### config.mk
export PLATFORM = sky130hd
export DESIGN_NAME = alu_instr_sequencer_flat
export DESIGN_NICKNAME = d
export VERILOG_FILES = /design/src/rtl/alu_instr_sequencer_if.sv /design/src/rtl/alu_instr_sequencer.sv /design/src/flat_wrapper.sv
export SDC_FILE = /design/constraint.sdc
export NUM_CORES = 1
export LEC_CHECK = 0
export BUFFER_PORTS_ARGS = -buffer_cell sky130_fd_sc_hd__clkbuf_2
export CORE_ASPECT_RATIO = 0.8
export CORE_MARGIN = 2
export CORE_UTILIZATION = 38
export DETAILED_ROUTE_END_ITERATION = 8
export PLACE_DENSITY = 0.78
export SYNTH_ARGS = -nofsm -noshare
export SYNTH_HDL_FRONTEND = slang
export SYNTH_SLANG_ARGS = --single-unit
### constraint.sdc
create_clock -name Clock -period 1.8 [get_ports Clock]
set_clock_uncertainty 0.2 [all_clocks]
set_input_delay 0.36 -clock Clock [delete_from_list [all_inputs] [get_ports Clock]]
set_output_delay 0.36 -clock Clock [all_outputs]
set_load 0.01 [all_outputs]
### src/rtl/alu_instr_sequencer_if.sv
// Strobe/handshake bundle between the ALU instruction sequencer and the DataPath.
interface alu_instr_sequencer_if #(
  parameter int unsigned NREG = 16,
  parameter int unsigned OPW  = 4
);
  logic [31:0]     IR;
  logic            Mem_ready;
  logic            PCout;
  logic            Zlowout;
  logic            Zhighout;
  logic            MDRout;
  logic            MARin;
  logic            PCin;
  logic            MDRin;
  logic            IRin;
  logic            Yin;
  logic            Zin_low;
  logic            Zin_high;
  logic            HIin;
  logic            LOin;
  logic            IncPC;
  logic            Read;
  logic [NREG-1:0] Rout;
  logic [NREG-1:0] Rin;
  logic [OPW-1:0]  operation;
  logic            Run;
  logic            Illegal;

  modport master (
    output IR, Mem_ready,
    input  PCout, Zlowout, Zhighout, MDRout, MARin, PCin, MDRin, IRin, Yin,
           Zin_low, Zin_high, HIin, LOin, IncPC, Read, Rout, Rin, operation,
           Run, Illegal
  );

  modport slave (
    input  IR, Mem_ready,
    output PCout, Zlowout, Zhighout, MDRout, MARin, PCin, MDRin, IRin, Yin,
           Zin_low, Zin_high, HIin, LOin, IncPC, Read, Rout, Rin, operation,
           Run, Illegal
  );
endinterface

### src/rtl/alu_instr_sequencer.sv
// Fetch/execute control sequencer for register-register ALU instructions.
// Strobes are decoded combinationally from the current step and the IR.
module alu_instr_sequencer #(
  parameter int unsigned NREG = 16,
  parameter int unsigned OPW  = 4
) (
  input  logic                   Clock,
  input  logic                   clear,
  alu_instr_sequencer_if.slave   bus
);

  localparam int unsigned OPC_W = 5;
  localparam int unsigned RID_W = 4;

  localparam logic [OPC_W-1:0] OPC_AND  = 5'b00010;
  localparam logic [OPC_W-1:0] OPC_ADD  = 5'b00011;
  localparam logic [OPC_W-1:0] OPC_SUB  = 5'b00100;
  localparam logic [OPC_W-1:0] OPC_OR   = 5'b00101;
  localparam logic [OPC_W-1:0] OPC_SHR  = 5'b00110;
  localparam logic [OPC_W-1:0] OPC_SHL  = 5'b00111;
  localparam logic [OPC_W-1:0] OPC_ROL  = 5'b01000;
  localparam logic [OPC_W-1:0] OPC_ROR  = 5'b01001;
  localparam logic [OPC_W-1:0] OPC_MUL  = 5'b01010;
  localparam logic [OPC_W-1:0] OPC_DIV  = 5'b01011;
  localparam logic [OPC_W-1:0] OPC_NEG  = 5'b01100;
  localparam logic [OPC_W-1:0] OPC_NOT  = 5'b01101;
  localparam logic [OPC_W-1:0] OPC_NOP  = 5'b11000;
  localparam logic [OPC_W-1:0] OPC_HALT = 5'b11001;

  typedef enum logic [3:0] {
    ST_RST, ST_T0, ST_T1, ST_T1W, ST_T2, ST_T3, ST_T4, ST_T5, ST_T6, ST_HALT
  } state_t;

  state_t           r_state;
  state_t           w_next;
  logic             r_muldiv;

  logic [OPC_W-1:0] w_opc;
  logic [RID_W-1:0] w_ra, w_rb, w_rc;
  logic [NREG-1:0]  w_ra_oh, w_rb_oh, w_rc_oh;
  logic [OPW-1:0]   w_op;
  logic             w_alu, w_unary, w_muldiv, w_illegal;
  logic             w_unused_ir;

  assign w_opc       = bus.IR[31:27];
  assign w_ra        = bus.IR[26:23];
  assign w_rb        = bus.IR[22:19];
  assign w_rc        = bus.IR[18:15];
  assign w_unused_ir = ^bus.IR[14:0];
  assign w_ra_oh     = NREG'(1) << w_ra;
  assign w_rb_oh     = NREG'(1) << w_rb;
  assign w_rc_oh     = NREG'(1) << w_rc;
  assign w_illegal   = !w_alu && (w_opc != OPC_NOP) && (w_opc != OPC_HALT);

  // Opcode to ALU function and instruction class
  always_comb begin
    w_op     = '0;
    w_alu    = 1'b1;
    w_unary  = 1'b0;
    w_muldiv = 1'b0;
    case (w_opc)
      OPC_AND: w_op = OPW'(4'b0010);
      OPC_ADD: w_op = OPW'(4'b0000);
      OPC_SUB: w_op = OPW'(4'b0001);
      OPC_OR:  w_op = OPW'(4'b0011);
      OPC_SHR: w_op = OPW'(4'b0100);
      OPC_SHL: w_op = OPW'(4'b0101);
      OPC_ROL: w_op = OPW'(4'b0110);
      OPC_ROR: w_op = OPW'(4'b0111);
      OPC_MUL: begin w_op = OPW'(4'b1000); w_muldiv = 1'b1; end
      OPC_DIV: begin w_op = OPW'(4'b1001); w_muldiv = 1'b1; end
      OPC_NEG: begin w_op = OPW'(4'b1010); w_unary  = 1'b1; end
      OPC_NOT: begin w_op = OPW'(4'b1011); w_unary  = 1'b1; end
      default: w_alu = 1'b0;
    endcase
  end

  // Step register; the mul/div class is captured in T3 so the T5 branch ignores later IR changes
  always_ff @(posedge Clock or negedge clear) begin
    if (!clear) begin
      r_state  <= ST_RST;
      r_muldiv <= 1'b0;
    end else begin
      r_state <= w_next;
      if (r_state == ST_T3) r_muldiv <= w_muldiv;
    end
  end

  always_comb begin
    w_next = r_state;
    case (r_state)
      ST_RST:  w_next = ST_T0;
      ST_T0:   w_next = ST_T1;
      ST_T1:   w_next = bus.Mem_ready ? ST_T2 : ST_T1W;
      ST_T1W:  w_next = bus.Mem_ready ? ST_T2 : ST_T1W;
      ST_T2:   w_next = ST_T3;
      ST_T3: begin
        if (w_alu)                  w_next = ST_T4;
        else if (w_opc == OPC_HALT) w_next = ST_HALT;
        else                        w_next = ST_T0;
      end
      ST_T4:   w_next = ST_T5;
      ST_T5:   w_next = r_muldiv ? ST_T6 : ST_T0;
      ST_T6:   w_next = ST_T0;
      ST_HALT: w_next = ST_HALT;
      default: w_next = ST_RST;
    endcase
  end

  // Per-step strobe decode
  always_comb begin
    bus.PCout     = 1'b0;
    bus.Zlowout   = 1'b0;
    bus.Zhighout  = 1'b0;
    bus.MDRout    = 1'b0;
    bus.MARin     = 1'b0;
    bus.PCin      = 1'b0;
    bus.MDRin     = 1'b0;
    bus.IRin      = 1'b0;
    bus.Yin       = 1'b0;
    bus.Zin_low   = 1'b0;
    bus.Zin_high  = 1'b0;
    bus.HIin      = 1'b0;
    bus.LOin      = 1'b0;
    bus.IncPC     = 1'b0;
    bus.Read      = 1'b0;
    bus.Rout      = '0;
    bus.Rin       = '0;
    bus.operation = '0;
    bus.Illegal   = 1'b0;
    bus.Run       = (r_state != ST_RST) && (r_state != ST_HALT);
    case (r_state)
      ST_T0: begin
        bus.PCout   = 1'b1;
        bus.MARin   = 1'b1;
        bus.IncPC   = 1'b1;
        bus.Zin_low = 1'b1;
      end
      ST_T1: begin
        bus.Zlowout = 1'b1;
        bus.PCin    = 1'b1;
        bus.Read    = 1'b1;
        bus.MDRin   = 1'b1;
      end
      ST_T1W: begin
        bus.Read  = 1'b1;
        bus.MDRin = 1'b1;
      end
      ST_T2: begin
        bus.MDRout = 1'b1;
        bus.IRin   = 1'b1;
      end
      ST_T3: begin
        if (w_alu) begin
          bus.Rout = w_rb_oh;
          bus.Yin  = 1'b1;
        end
        bus.Illegal = w_illegal;
      end
      ST_T4: begin
        if (w_alu) begin
          bus.Rout      = w_unary ? w_rb_oh : w_rc_oh;
          bus.operation = w_op;
          bus.Zin_low   = 1'b1;
          bus.Zin_high  = w_muldiv;
        end
      end
      ST_T5: begin
        if (w_alu) begin
          bus.Zlowout = 1'b1;
          if (w_muldiv) bus.LOin = 1'b1;
          else          bus.Rin  = w_ra_oh;
        end
      end
      ST_T6: begin
        bus.Zhighout = 1'b1;
        bus.HIin     = 1'b1;
      end
      default: ;
    endcase
  end

endmodule
### src/flat_wrapper.sv
// flat-port wrapper written by rule: the top's interface ports become plain ports
module alu_instr_sequencer_flat 
#(
  parameter int unsigned NREG = 16,
  parameter int unsigned OPW  = 4
)
  (Clock, clear, bus_IR, bus_Mem_ready, bus_PCout, bus_Zlowout, bus_Zhighout, bus_MDRout, bus_MARin, bus_PCin, bus_MDRin, bus_IRin, bus_Yin, bus_Zin_low, bus_Zin_high, bus_HIin, bus_LOin, bus_IncPC, bus_Read, bus_Rout, bus_Rin, bus_operation, bus_Run, bus_Illegal);
  alu_instr_sequencer_if #(.NREG(NREG), .OPW(OPW)) bus_i ();
  input  logic Clock;
  input  logic clear;
  input wire logic [$bits(bus_i.IR)-1:0] bus_IR;
  input wire logic [$bits(bus_i.Mem_ready)-1:0] bus_Mem_ready;
  output wire logic [$bits(bus_i.PCout)-1:0] bus_PCout;
  output wire logic [$bits(bus_i.Zlowout)-1:0] bus_Zlowout;
  output wire logic [$bits(bus_i.Zhighout)-1:0] bus_Zhighout;
  output wire logic [$bits(bus_i.MDRout)-1:0] bus_MDRout;
  output wire logic [$bits(bus_i.MARin)-1:0] bus_MARin;
  output wire logic [$bits(bus_i.PCin)-1:0] bus_PCin;
  output wire logic [$bits(bus_i.MDRin)-1:0] bus_MDRin;
  output wire logic [$bits(bus_i.IRin)-1:0] bus_IRin;
  output wire logic [$bits(bus_i.Yin)-1:0] bus_Yin;
  output wire logic [$bits(bus_i.Zin_low)-1:0] bus_Zin_low;
  output wire logic [$bits(bus_i.Zin_high)-1:0] bus_Zin_high;
  output wire logic [$bits(bus_i.HIin)-1:0] bus_HIin;
  output wire logic [$bits(bus_i.LOin)-1:0] bus_LOin;
  output wire logic [$bits(bus_i.IncPC)-1:0] bus_IncPC;
  output wire logic [$bits(bus_i.Read)-1:0] bus_Read;
  output wire logic [$bits(bus_i.Rout)-1:0] bus_Rout;
  output wire logic [$bits(bus_i.Rin)-1:0] bus_Rin;
  output wire logic [$bits(bus_i.operation)-1:0] bus_operation;
  output wire logic [$bits(bus_i.Run)-1:0] bus_Run;
  output wire logic [$bits(bus_i.Illegal)-1:0] bus_Illegal;
  assign bus_i.IR = bus_IR;
  assign bus_i.Mem_ready = bus_Mem_ready;
  assign bus_PCout = bus_i.PCout;
  assign bus_Zlowout = bus_i.Zlowout;
  assign bus_Zhighout = bus_i.Zhighout;
  assign bus_MDRout = bus_i.MDRout;
  assign bus_MARin = bus_i.MARin;
  assign bus_PCin = bus_i.PCin;
  assign bus_MDRin = bus_i.MDRin;
  assign bus_IRin = bus_i.IRin;
  assign bus_Yin = bus_i.Yin;
  assign bus_Zin_low = bus_i.Zin_low;
  assign bus_Zin_high = bus_i.Zin_high;
  assign bus_HIin = bus_i.HIin;
  assign bus_LOin = bus_i.LOin;
  assign bus_IncPC = bus_i.IncPC;
  assign bus_Read = bus_i.Read;
  assign bus_Rout = bus_i.Rout;
  assign bus_Rin = bus_i.Rin;
  assign bus_operation = bus_i.operation;
  assign bus_Run = bus_i.Run;
  assign bus_Illegal = bus_i.Illegal;
  alu_instr_sequencer #(.NREG(NREG), .OPW(OPW)) u_core (.Clock(Clock), .clear(clear), .bus(bus_i));
endmodule
==> impl_results.md <==
- Run status: finished with violations
- Violated checks: setup timing
- Required time worst endpoint: 1240 ps
- Max-cap viol count: 0
- Share of the synthesized area in the top cell type: 0.1068
- H-tree level count: 1
- Clock tree from TritonCTS: done
- Worst-path fanout max: 4
- Async S/R FF share, synth: 1.000
- Global-route congestion overflow total: 0
- Signed area change from the synthesized netlist to the final layout: 115.5%
- Diodes inserted: 0
- Synth top area cells: nor3_1 11%, dfrtp_1 9.9%, nor2_1 8.0%
- Setup slack on the worst flop-to-flop path: 40 ps
- Placeable core region: 3131 sq um
- Type of the tightest min-delay check: in -> async
- I/O pin count: 88
- Number of placement rows: 18
- Die Area: 3809 sq um
- Final setup viols: 53
- Final period demand of the worst path: 2540 ps
- Worst-Skew Late Latency: 230 ps
- Arrival time at the worst endpoint: 1980 ps
- Number of unique standard cell types used by synthesis: 40
- Hpwl dp: 3805 microns
- Antenna Violating Nets Remaining: 0
- CP startpoint kind: flip-flop
- Worst R2R Start: u_core.r_state[3]
- Number of filler instances in the final layout: 145
- Post-detailed-route via-to-cell ratio: 6.561
- Nets@finish: 370
- Warning count from the yosys run: 0
- Worst Setup Slack, final: -739.6 ps
- Number of clock buffers inserted by TritonCTS: 3
- R2R cell count: 5
- Worst-path clk slew: 40 ps
- Instance count of the mapped netlist: 198
- Crit Path Category: reg -> out
- Synthesized flop and latch total: 5
- Largest voltage drop on the vdd net: 0.4984 mV
- Portion of the post-synthesis area used by sequential elements: 0.09891
- Post-synth net total: 233
- Commonest register cell after synthesis: dfrtp_1
- Final RePlAce weighted congestion: 0.9346
- Routed wire length: 8072 microns
- Via count of the first global-routing pass: 2186
- Number of sinks handled by clock tree synthesis: 5
- Root Buffer: clkbuf_8
- Final Core Density: 0.8709
- Portion of the clock cycle consumed by the worst path in the final layout: 1.411
- Die width: 68.51 microns
- Total count of max-transition violations in the final report: 0
- Iteration-0 DRC Markers: 407
- Number of antenna violations at the first check in global routing: 0
- Die extent in y: 55.61 microns
- Global-route wire length before repair: 10720 microns
- Reported leakage power: 1.184 nW
- Pwr Density: 797.3 nW/um^2
- Worst Hold Slack: 323.1 ps
- Cell area after synthesis: 1265 sq um
- Unrepaired setup endpoints after global routing: yes
- Final Hold Viols: 0
- Effective utilization at floorplan: 0.4041
- Buffers from clock root to sink, at most: 2
- Post-detailed-route DRC marker count: 0
- Wire length per cell: 21.58 microns
- Total vias in the final route: 2454
- Buffers on Ports: 72
- Average size of a mapped cell: 6.389 sq um
- Pin count of the biggest net entering global routing: 14
- Library cell occupying the most area in the post-synthesis netlist: nor3_1
- Length of the first detailed-routing pass in iterations: 5
- Overall track demand over capacity in global routing: 0.3679
- Achievable frequency: 393.8 MHz
- Worst-case headroom to the max-slew limit: 0.7002
- Tightest Pin Transition: 445.6 ps
- Layout cell share with drive strength beyond 1: 0.6826
- Endpoint of the most critical register-to-register path: u_core.r_state[3]
- Endpoint type of the worst setup path: output port
- Count of flip-flops with a built-in enable after synthesis: 0
## cell type report
class                   count  area (sq um)  share of cell area
clock buffers               4         45.04             0.01652
repair buffers            151          1117              0.4098
multi-input cells         171          1373              0.5034
flip-flops and latches      5         127.6             0.04681
well taps                  40         50.05             0.01836
inverters                   3         13.76            0.005048
## cell usage in the layout, fill, tap and decap left out, drive strengths merged
master and n:
clkbuf 49, o21ai 22, buf 105, or4 1, nor2 27, or2 2
mux2i 1, a21oi 11, or3 1, nand4bb 3, inv 3, and2 1
nand3 5, nor2b 4, and4bb 1, o22ai 8, nand3b 1, o32ai 1
o41ai 1, dfrtp 5, nor3 28, nand2 14, nor3b 1, a41oi 1
and3 3, nand4b 2, nor4 13, dlygate4sd3 1, a31oi 4, nand2b 13
nand4 1, a2111oi 1
## Yosys cell counts (all sizes together), types with 4 or more instances
master / n
nor2: 27
o22ai: 8
nand2b: 13
buf: 16
nand3: 5
nor4: 13
a31oi: 4
nor2b: 4
dfrtp: 5
nand2: 14
a21oi: 11
nor3: 28
o21ai: 22
## report_power, final
group,internal [W],switching [W],total (W),leakage (nW)
logic,0.000851,0.000881,0.00173,1.10
clock network,0.000153,0.0000629,0.000216,0.0228
registers,0.000163,0.0000640,0.000227,0.0617
total,0.00117,0.00101,0.00217,1.18
## metal layers
metal  vias up  global-route usage  part of all wire
li1       1004                   -                 -
met1      1139              0.4913              0.36
met2       244              0.5440              0.45
met3        67             0.06478              0.13
met4         0              0.2143             0.054
met5         -                   0                 0
## state kept, by name, indices dropped and copies added, names as in the netlist
register and cells:
u_core.r_muldiv 1, u_core.r_state 4
## repair_timing
item                       CTS  global route
hold endpoints to repair     5             0
resized for setup           50            60
hold buffers                 1             0
gates cloned                 1             0
pin swaps                   20            12
setup endpoints to repair   52            55
buffers inserted            20            10
## cell families (layout without fill, tap and decap cells)
| logic type | count (synthesis) | count (layout) | share of synthesized area |
|---|---|---|---|
| AND/OR/NAND/NOR | 121 | 121 | 0.5599 |
| AO/OA/AOI/OAI | 49 | 49 | 0.2225 |
| buffers and inverters | 22 | 158 | 0.1108 |
| flip-flops | 5 | 5 | 0.09891 |
| multiplexers | 1 | 1 | 0.007913 |
## critical path: stages, from the launching register on
cell and delay, ps:
dfrtp_1 400, nand4b_1 270, buf_4 200, nor4_4 240, nand4b_1 150, buf_4 180, nor3_2 130, buf_2 180
## worst max path at each step
stage | startpoint | endpoint | depth (start not counted)
6_report | u_core.r_state[3] | bus_Rin[1] | 7
5_1_grt | u_core.r_state[3] | bus_Rin[1] | 7
4_1_cts | u_core.r_state[3] | bus_Rin[1] | 7
3_5_place_dp | bus_IR[29] | bus_Rout[15] | 6
3_3_place_gp | bus_IR[28] | bus_Rout[15] | 6
2_1_floorplan | u_core.r_state[0] | bus_Rout[12] | 6
## stage by stage
| stage | setup TNS [ps] | setup WS (ps) | instances | power (W) | cell area [sq um] |
|---|---|---|---|---|---|
| floorplan | -6984 | -274.4 | 198 | 0.0008087 | 1429 |
| global placement | -15160 | -521.8 | 341 | 0.001154 | 2079 |
| detailed placement | -16650 | -563.6 | 341 | 0.001181 | 2079 |
| CTS | -21550 | -642.8 | 365 | 0.001790 | 2499 |
| global route | -27040 | -771.1 | 374 | 0.002267 | 2726 |
| finish | -24390 | -739.6 | 374 | 0.002174 | 2726 |
No activity file was read; power rests on OpenSTA's default activity.
